--- src/rtl/i2c_slave_pkg.sv ---
// Shared types and constants for the I2C slave register file.
package i2c_slave_pkg;

  // Protocol phases of the slave. Each *_ACK state covers the ninth SCL
  // period of a byte.
  typedef enum logic [3:0] {
    IDLE,
    ADDR,
    ADDR_ACK,
    PTR,
    PTR_ACK,
    WDATA,
    WDATA_ACK,
    RDATA,
    RDATA_ACK
  } state_t;

  // Bit counter value when the last (8th) data bit is being sampled
  localparam logic [3:0] BIT_CNT_LAST = 4'd7;
  // Bit counter value once all 8 bits of a transmitted byte have been clocked out
  localparam logic [3:0] BIT_CNT_DONE = 4'd8;

  // SDA level that signals acknowledge
  localparam logic ACK_LEVEL   = 1'b0;
  // Output-enable levels (open drain: 0 pulls low, 1 releases)
  localparam logic SDA_PULL    = 1'b0;
  localparam logic SDA_RELEASE = 1'b1;

endpackage

--- src/rtl/i2c_bus_sync.sv ---
// Synchronises SCL/SDA into clk and derives SCL edges plus START/STOP events.
module i2c_bus_sync (
  input  logic clk,
  input  logic rst,
  input  logic scl_pad_i,
  input  logic sda_pad_i,
  output logic sda,
  output logic scl_rise,
  output logic scl_fall,
  output logic start,
  output logic stop
);

  logic [1:0] scl_sync_reg;
  logic [1:0] sda_sync_reg;
  logic       scl_prev_reg;
  logic       sda_prev_reg;
  logic       scl;

  // Two-flop synchronisers followed by one history stage for edge detection
  always_ff @(posedge clk) begin
    if (rst) begin
      scl_sync_reg <= 2'b11;
      sda_sync_reg <= 2'b11;
      scl_prev_reg <= 1'b1;
      sda_prev_reg <= 1'b1;
    end else begin
      scl_sync_reg <= {scl_sync_reg[0], scl_pad_i};
      sda_sync_reg <= {sda_sync_reg[0], sda_pad_i};
      scl_prev_reg <= scl_sync_reg[1];
      sda_prev_reg <= sda_sync_reg[1];
    end
  end

  assign scl      = scl_sync_reg[1];
  assign sda      = sda_sync_reg[1];
  assign scl_rise = scl & ~scl_prev_reg;
  assign scl_fall = ~scl & scl_prev_reg;
  // SDA edges only count as bus conditions while SCL was high on both samples
  assign start    = scl & scl_prev_reg & sda_prev_reg & ~sda;
  assign stop     = scl & scl_prev_reg & ~sda_prev_reg & sda;

endmodule

--- src/rtl/i2c_slave_regfile.sv ---
// I2C slave exposing NUM_REGS byte registers with an auto-incrementing pointer.
module i2c_slave_regfile
  import i2c_slave_pkg::*;
#(
  parameter logic [6:0] ADDRESS  = 7'h50,
  parameter int         NUM_REGS = 16
) (
  input  logic                        clk,
  input  logic                        rst,
  input  logic                        scl_pad_i,
  output logic                        scl_pad_o,
  output logic                        scl_padoen_o,
  input  logic                        sda_pad_i,
  output logic                        sda_pad_o,
  output logic                        sda_padoen_o,
  input  logic [$clog2(NUM_REGS)-1:0] rd_addr_i,
  output logic [7:0]                  rd_data_o,
  output logic                        wr_valid_o,
  output logic [$clog2(NUM_REGS)-1:0] wr_addr_o,
  output logic [7:0]                  wr_data_o,
  output logic                        busy_o
);

  localparam int AW = $clog2(NUM_REGS);

  logic sda;
  logic scl_rise;
  logic scl_fall;
  logic start;
  logic stop;

  state_t        state_reg, state_next;
  logic [3:0]    bit_cnt_reg, bit_cnt_next;
  logic [6:0]    shift_reg, shift_next;
  logic [6:0]    tx_reg, tx_next;
  logic [AW-1:0] ptr_reg, ptr_next;
  logic          rw_reg, rw_next;
  logic          ack_phase_reg, ack_phase_next;
  logic          sda_oe_reg, sda_oe_next;
  logic          busy_reg, busy_next;
  logic          wr_valid_reg, wr_valid_next;
  logic [AW-1:0] wr_addr_reg, wr_addr_next;
  logic [7:0]    wr_data_reg, wr_data_next;

  logic [7:0]    regs [NUM_REGS];
  logic [7:0]    byte_in;
  logic [7:0]    cur_byte;

  i2c_bus_sync u_bus_sync (
    .clk       (clk),
    .rst       (rst),
    .scl_pad_i (scl_pad_i),
    .sda_pad_i (sda_pad_i),
    .sda       (sda),
    .scl_rise  (scl_rise),
    .scl_fall  (scl_fall),
    .start     (start),
    .stop      (stop)
  );

  // Byte completed by the current SCL rise, and the register the pointer selects
  assign byte_in  = {shift_reg, sda};
  assign cur_byte = regs[ptr_reg];

  // Register storage: written one cycle after the wr_valid pulse is raised
  genvar gi;
  generate
    for (gi = 0; gi < NUM_REGS; gi++) begin : g_reg
      // One storage byte, cleared by reset, loaded on a matching I2C write
      always_ff @(posedge clk) begin
        if (rst) begin
          regs[gi] <= 8'h00;
        end else if (wr_valid_reg && (wr_addr_reg == AW'(gi))) begin
          regs[gi] <= wr_data_reg;
        end
      end
    end
  endgenerate

  // State and datapath registers
  always_ff @(posedge clk) begin
    if (rst) begin
      state_reg     <= IDLE;
      bit_cnt_reg   <= '0;
      shift_reg     <= '0;
      tx_reg        <= '0;
      ptr_reg       <= '0;
      rw_reg        <= 1'b0;
      ack_phase_reg <= 1'b0;
      sda_oe_reg    <= SDA_RELEASE;
      busy_reg      <= 1'b0;
      wr_valid_reg  <= 1'b0;
      wr_addr_reg   <= '0;
      wr_data_reg   <= '0;
    end else begin
      state_reg     <= state_next;
      bit_cnt_reg   <= bit_cnt_next;
      shift_reg     <= shift_next;
      tx_reg        <= tx_next;
      ptr_reg       <= ptr_next;
      rw_reg        <= rw_next;
      ack_phase_reg <= ack_phase_next;
      sda_oe_reg    <= sda_oe_next;
      busy_reg      <= busy_next;
      wr_valid_reg  <= wr_valid_next;
      wr_addr_reg   <= wr_addr_next;
      wr_data_reg   <= wr_data_next;
    end
  end

  // Protocol FSM: bus conditions first, then per-state bit handling.
  // SDA is sampled on SCL rise; the drive level changes only on SCL fall.
  always_comb begin
    state_next     = state_reg;
    bit_cnt_next   = bit_cnt_reg;
    shift_next     = shift_reg;
    tx_next        = tx_reg;
    ptr_next       = ptr_reg;
    rw_next        = rw_reg;
    ack_phase_next = ack_phase_reg;
    sda_oe_next    = sda_oe_reg;
    busy_next      = busy_reg;
    wr_valid_next  = 1'b0;
    wr_addr_next   = wr_addr_reg;
    wr_data_next   = wr_data_reg;

    if (start) begin
      // START or repeated START: busy and pointer carry over to the new address phase
      state_next     = ADDR;
      bit_cnt_next   = '0;
      ack_phase_next = 1'b0;
      sda_oe_next    = SDA_RELEASE;
    end else if (stop) begin
      // STOP abandons any partial byte; pointer is kept
      state_next  = IDLE;
      sda_oe_next = SDA_RELEASE;
      busy_next   = 1'b0;
    end else begin
      case (state_reg)
        ADDR, PTR, WDATA: begin
          if (scl_rise) begin
            shift_next   = byte_in[6:0];
            bit_cnt_next = bit_cnt_reg + 4'd1;
            if (bit_cnt_reg == BIT_CNT_LAST) begin
              bit_cnt_next   = '0;
              ack_phase_next = 1'b0;
              if (state_reg == ADDR) begin
                if (byte_in[7:1] == ADDRESS) begin
                  state_next = ADDR_ACK;
                  rw_next    = byte_in[0];
                  busy_next  = 1'b1;
                end else begin
                  state_next = IDLE;
                  busy_next  = 1'b0;
                end
              end else if (state_reg == PTR) begin
                ptr_next   = byte_in[AW-1:0];
                state_next = PTR_ACK;
              end else begin
                wr_valid_next = 1'b1;
                wr_addr_next  = ptr_reg;
                wr_data_next  = byte_in;
                ptr_next      = ptr_reg + AW'(1);
                state_next    = WDATA_ACK;
              end
            end
          end
        end

        ADDR_ACK, PTR_ACK, WDATA_ACK: begin
          // First fall (end of bit 8) pulls SDA, second fall (end of ACK) moves on
          if (scl_fall) begin
            if (!ack_phase_reg) begin
              sda_oe_next    = SDA_PULL;
              ack_phase_next = 1'b1;
            end else begin
              ack_phase_next = 1'b0;
              bit_cnt_next   = '0;
              if ((state_reg == ADDR_ACK) && rw_reg) begin
                state_next  = RDATA;
                sda_oe_next = cur_byte[7];
                tx_next     = cur_byte[6:0];
              end else begin
                sda_oe_next = SDA_RELEASE;
                state_next  = (state_reg == ADDR_ACK) ? PTR : WDATA;
              end
            end
          end
        end

        RDATA: begin
          if (scl_rise) begin
            bit_cnt_next = bit_cnt_reg + 4'd1;
          end else if (scl_fall) begin
            if (bit_cnt_reg == BIT_CNT_DONE) begin
              // Byte fully clocked out: let the master drive its ACK bit
              sda_oe_next    = SDA_RELEASE;
              ack_phase_next = 1'b0;
              bit_cnt_next   = '0;
              state_next     = RDATA_ACK;
            end else begin
              sda_oe_next = tx_reg[6];
              tx_next     = {tx_reg[5:0], 1'b0};
            end
          end
        end

        RDATA_ACK: begin
          if (scl_rise) begin
            if (sda == ACK_LEVEL) begin
              ack_phase_next = 1'b1;
              ptr_next       = ptr_reg + AW'(1);
            end else begin
              state_next  = IDLE;
              sda_oe_next = SDA_RELEASE;
              busy_next   = 1'b0;
            end
          end else if (scl_fall && ack_phase_reg) begin
            // Pointer already advanced on the ACK rise; start the next byte
            state_next     = RDATA;
            ack_phase_next = 1'b0;
            bit_cnt_next   = '0;
            sda_oe_next    = cur_byte[7];
            tx_next        = cur_byte[6:0];
          end
        end

        default: begin
        end
      endcase
    end
  end

  assign scl_pad_o    = 1'b0;
  assign scl_padoen_o = 1'b1;
  assign sda_pad_o    = 1'b0;
  assign sda_padoen_o = sda_oe_reg;
  assign busy_o       = busy_reg;
  assign wr_valid_o   = wr_valid_reg;
  assign wr_addr_o    = wr_addr_reg;
  assign wr_data_o    = wr_data_reg;
  assign rd_data_o    = regs[rd_addr_i];

endmodule

--- config.mk ---
export PLATFORM = sky130hd
export DESIGN_NAME = i2c_slave_regfile
export DESIGN_NICKNAME = d
export VERILOG_FILES = /design/src/rtl/i2c_slave_pkg.sv /design/src/rtl/i2c_bus_sync.sv /design/src/rtl/i2c_slave_regfile.sv
export SDC_FILE = /design/constraint.sdc
export NUM_CORES = 1
export LEC_CHECK = 0
export ABC_AREA = 1
export BUFFER_PORTS_ARGS = -buffer_cell sky130_fd_sc_hd__buf_2
export CORE_ASPECT_RATIO = 0.7
export CORE_MARGIN = 2
export CORE_UTILIZATION = 35
export DETAILED_ROUTE_END_ITERATION = 10
export GPL_TIMING_DRIVEN = 0
export MAX_ROUTING_LAYER = met4
export SLEW_MARGIN = 15
export SYNTH_ARGS = -nofsm -noshare
export SYNTH_HDL_FRONTEND = slang
export SYNTH_HIERARCHICAL = 1
export SYNTH_SLANG_ARGS = --single-unit
export TNS_END_PERCENT = 1
--- constraint.sdc ---
create_clock -name clk -period 4.21 [get_ports clk]
set_input_delay 0.421 -clock clk [delete_from_list [all_inputs] [get_ports clk]]
set_output_delay 0.421 -clock clk [all_outputs]
set_load 0.1 [all_outputs]
==> results.md <==
- Reg power frac: 40.3%
- Logic gate share of total power: 28.1%
- Initial Util: 35.94%
- IR drop worst, VDD: 0.3084 mV
- Clock Tree Buf Depth: 2
- CTS sink count: 181
- Drt first pass iters: 7
- Later-pin clock latency in the skew report: 0.47 ns
- Final period util: roughly three quarters
- Largest family of logic cells by synthesized area: simple AND/OR/NAND/NOR gates
- CP endpoint: rd_data_o[4]
- Port Buf Inserts: 26
- Worst reg2reg path depth: 9
- Initial antenna violation count: 0
- Top cells by count, synth: nand2_1, nor2_1, edfxtp_1, inv_1, nand3_1
- Share of the synthesized area in the top cell type: about two fifths
- Max Cap Viol: 0
- Gr usage total: 25.54%
- Avg WL per Cell: 21.24 um
- Crit-path cells: clkbuf_1 > buf_2 > clkbuf_1 > o21ai_0 > nand2_1 > o221ai_1 > nand2_1 > buf_2
- Clock root buffer: clkbuf_16
- RSZ-0062 raised after global routing: no
- Die area: between 0.02 and 0.03 sq mm
- Worst-Margin Slew: 0.9831 ns
- CTS Buf Count: 17
- Simple-gate share of the synthesized area: roughly a quarter
- Final instance area: 0.01092 sq mm
- Vias: around 9000
- Endpoints failing setup: 0
- Max reg flops: between 100 and 150
- Post-cts resize count: 0
- Synth Instances: 1237
- Vias in the first global route: roughly 8500
- Reg2reg end: tx_reg[4]
- Rel. slew slack: 34.02%
- Syn Area/Cell: roughly 8 sq um
- # Post-CTS Setup Buffers: 0
- Hold buffer count at cts: 0
- Area leader, netlist: edfxtp_1
- Largest net degree at the start of global routing: 18
- Clock network power share: 31.5%
- Asr flop ratio synth: 0%
- Post-synth EDFFs: approximately 130
- Setup CP Type: in2out
- Drt total wl: 35.33 mm
- Post-route ant nets: 0
- Critical path data arrival time: 2.75 ns
- Crit-path max cell delay: between 0.5 and 0.6 ns
- Filler cell count: ~2900
- Post-place instance area: 0.01033 sq mm
- Final min period: ~3.2 ns
- Net Sw Power: around 1900 uW
- Fmax: 0.3158 GHz
- Setup crit start: rd_addr_i[0]
- Final #Nets: roughly 1300
- Flops & latches, synth: between 150 and 200
- Most common cell in the netlist: nand2_1
- Avg Vias per Cell: ~5.5
- Remaining DRCs: 0
- HPWL reported at the end of detailed placement: 26.25 mm
- RePlAce Congestion: just over 1
- Initial DRC count: around 1400
- Grt ovf: 0
- Final Util: between 40% and 50%
- Core Box Area: about 0.027 sq mm
- Final Slew Violations: 0
- Post-synthesis mux area share: less than 1%
- Sw frac: between 30 and 40%
- Total internal power: between 3000 and 4000 uW
- Critical Path Start Type: primary input
- CTS tree: built
- Setup Skew: around 0.024 ns
- Layout area overhead: 12.45%
- First-pass GRT wire length: 52.20 mm
- Non-filler cells, final: 1663
- Fin. Hold Viols: 0
- CP Capture Type: primary output
- Peak fanout along the critical path: 10
- CTS clk-pin slew, worst paths: 0.07 ns
- Post-Synth XOR/XNOR Area: less than 1%
- Worst Hold Class: in2reg
- Lkg Pwr: 0.004070 uW
- Main synth FF type: edfxtp_1
- Power Dens Cells: around 480 mW/mm^2
- Ys Warns: 6
- Post-synthesis sequential area ratio: ~51%
- Distinct cells, synth: ~40
- Req. time, crit path: about 3.8 ns
- Compound-gate portion of the synthesized area: 14.74%
- Die Ht: between 100 and 150 um
- Critical Path Slowest Stage Cell: clkbuf_1
- Die extent in x: approximately 200 um
- Largest Register: regs
- Inst Count DP: 1631
- ANT cells: 0
- Reg2reg setup slack: approximately 1.9 ns
- Row count: 50
- Reg area: around 0.0049 sq mm
- Syn Std Cell Area: 0.009712 sq mm
- Status: complete, no violations
- Share of layout cells above drive strength 1: roughly 7.8%
- H-tree depth: 4
- Multi-input logic area: ~0.004 sq mm
- Top post-synthesis cells by area: edfxtp_1, dfxtp_1, nand2_1
- Setup total negative slack: 0 ns
- Io pins: 34
- Synth Area in Adders: less than 1%
## power groups by stage
stage	sequential (uW)	combinational, uW	clock, uW
final	2110	1470	1650
after floorplan	2140	1020	0
after global placement	2150	1410	0
after detailed placement	2150	1430	0
after CTS	2110	1430	1660
after global routing	2130	1600	1730
## layout by cell type, fill, tap and decap left out, drive strengths merged, types with 2 or more instances in the layout
master,n
a21boi,2
a21oi,100
buf,45
clkbuf,75
clkinv,15
conb,3
dfxtp,53
edfxtp,128
ha,3
inv,122
mux2i,4
nand2,232
nand3,110
nand3b,2
nand4,12
nor2,226
nor3,2
o211ai,39
o21ai,100
o221ai,9
or2,11
xnor2,2
## worst min-delay path by stage
stage	end	slack (ns)	startpoint	cells after the start
CTS	u_bus_sync/scl_sync_reg[0]	0.11	scl_pad_i	2
global route	u_bus_sync/scl_sync_reg[0]	0.13	scl_pad_i	2
global placement	u_bus_sync/sda_sync_reg[1]	0.39	u_bus_sync/sda_sync_reg[0]	1
detailed placement	u_bus_sync/scl_sync_reg[1]	0.39	u_bus_sync/scl_sync_reg[0]	1
floorplan	u_bus_sync/scl_sync_reg[1]	0.38	u_bus_sync/scl_sync_reg[0]	1
finish	u_bus_sync/scl_sync_reg[0]	0.12	scl_pad_i	2
## critical path: cells and delay by family
family          cells  cell delay (ns)
simple gates        2             0.32
compound gates      2             0.50
buf+inv             4             1.50
## final cells by class
class / instances / area share (%)
clock inverter: 12 / 0.9510
multi-input combinational: 861 / 37.16
buffer: 71 / 2.612
inverter: 125 / 4.319
tap: 364 / 4.170
sequential: 181 / 44.91
clock buffer: 20 / 4.480
timing repair buffer: 29 / 1.398
## kinds of logic (layout without fill, tap and decap cells)
logic type	after synthesis	after routing
adder cells (fa/ha/maj)	3	3
AND/OR/NAND/NOR	595	595
multiplexers	4	4
buffers and inverters	196	257
AO/OA/AOI/OAI	253	253
other	2	3
flip-flops	181	181
XOR/XNOR	3	3
## routing by layer
metal  GRT usage, %  vias to the layer above  wire [um]
met3          9.410                       69       5004
met4          7.607                        0        731
met2          33.31                      559      13670
met5              -                        -          0
met1          36.27                     4346      15920
li1               -                     4234          -
## stage by stage
stage | setup slack (ns) | hold slack [ns] | power [uW]
after global routing | 1.005 | 0.1278 | 5456
after CTS | 1.215 | 0.1095 | 5207
after detailed placement | 1.237 | 0.3923 | 3575
after global placement | 1.198 | 0.3908 | 3558
after floorplan | 0.4827 | 0.3832 | 3156
final | 1.044 | 0.1217 | 5234
(Power assumes the default switching activity.)
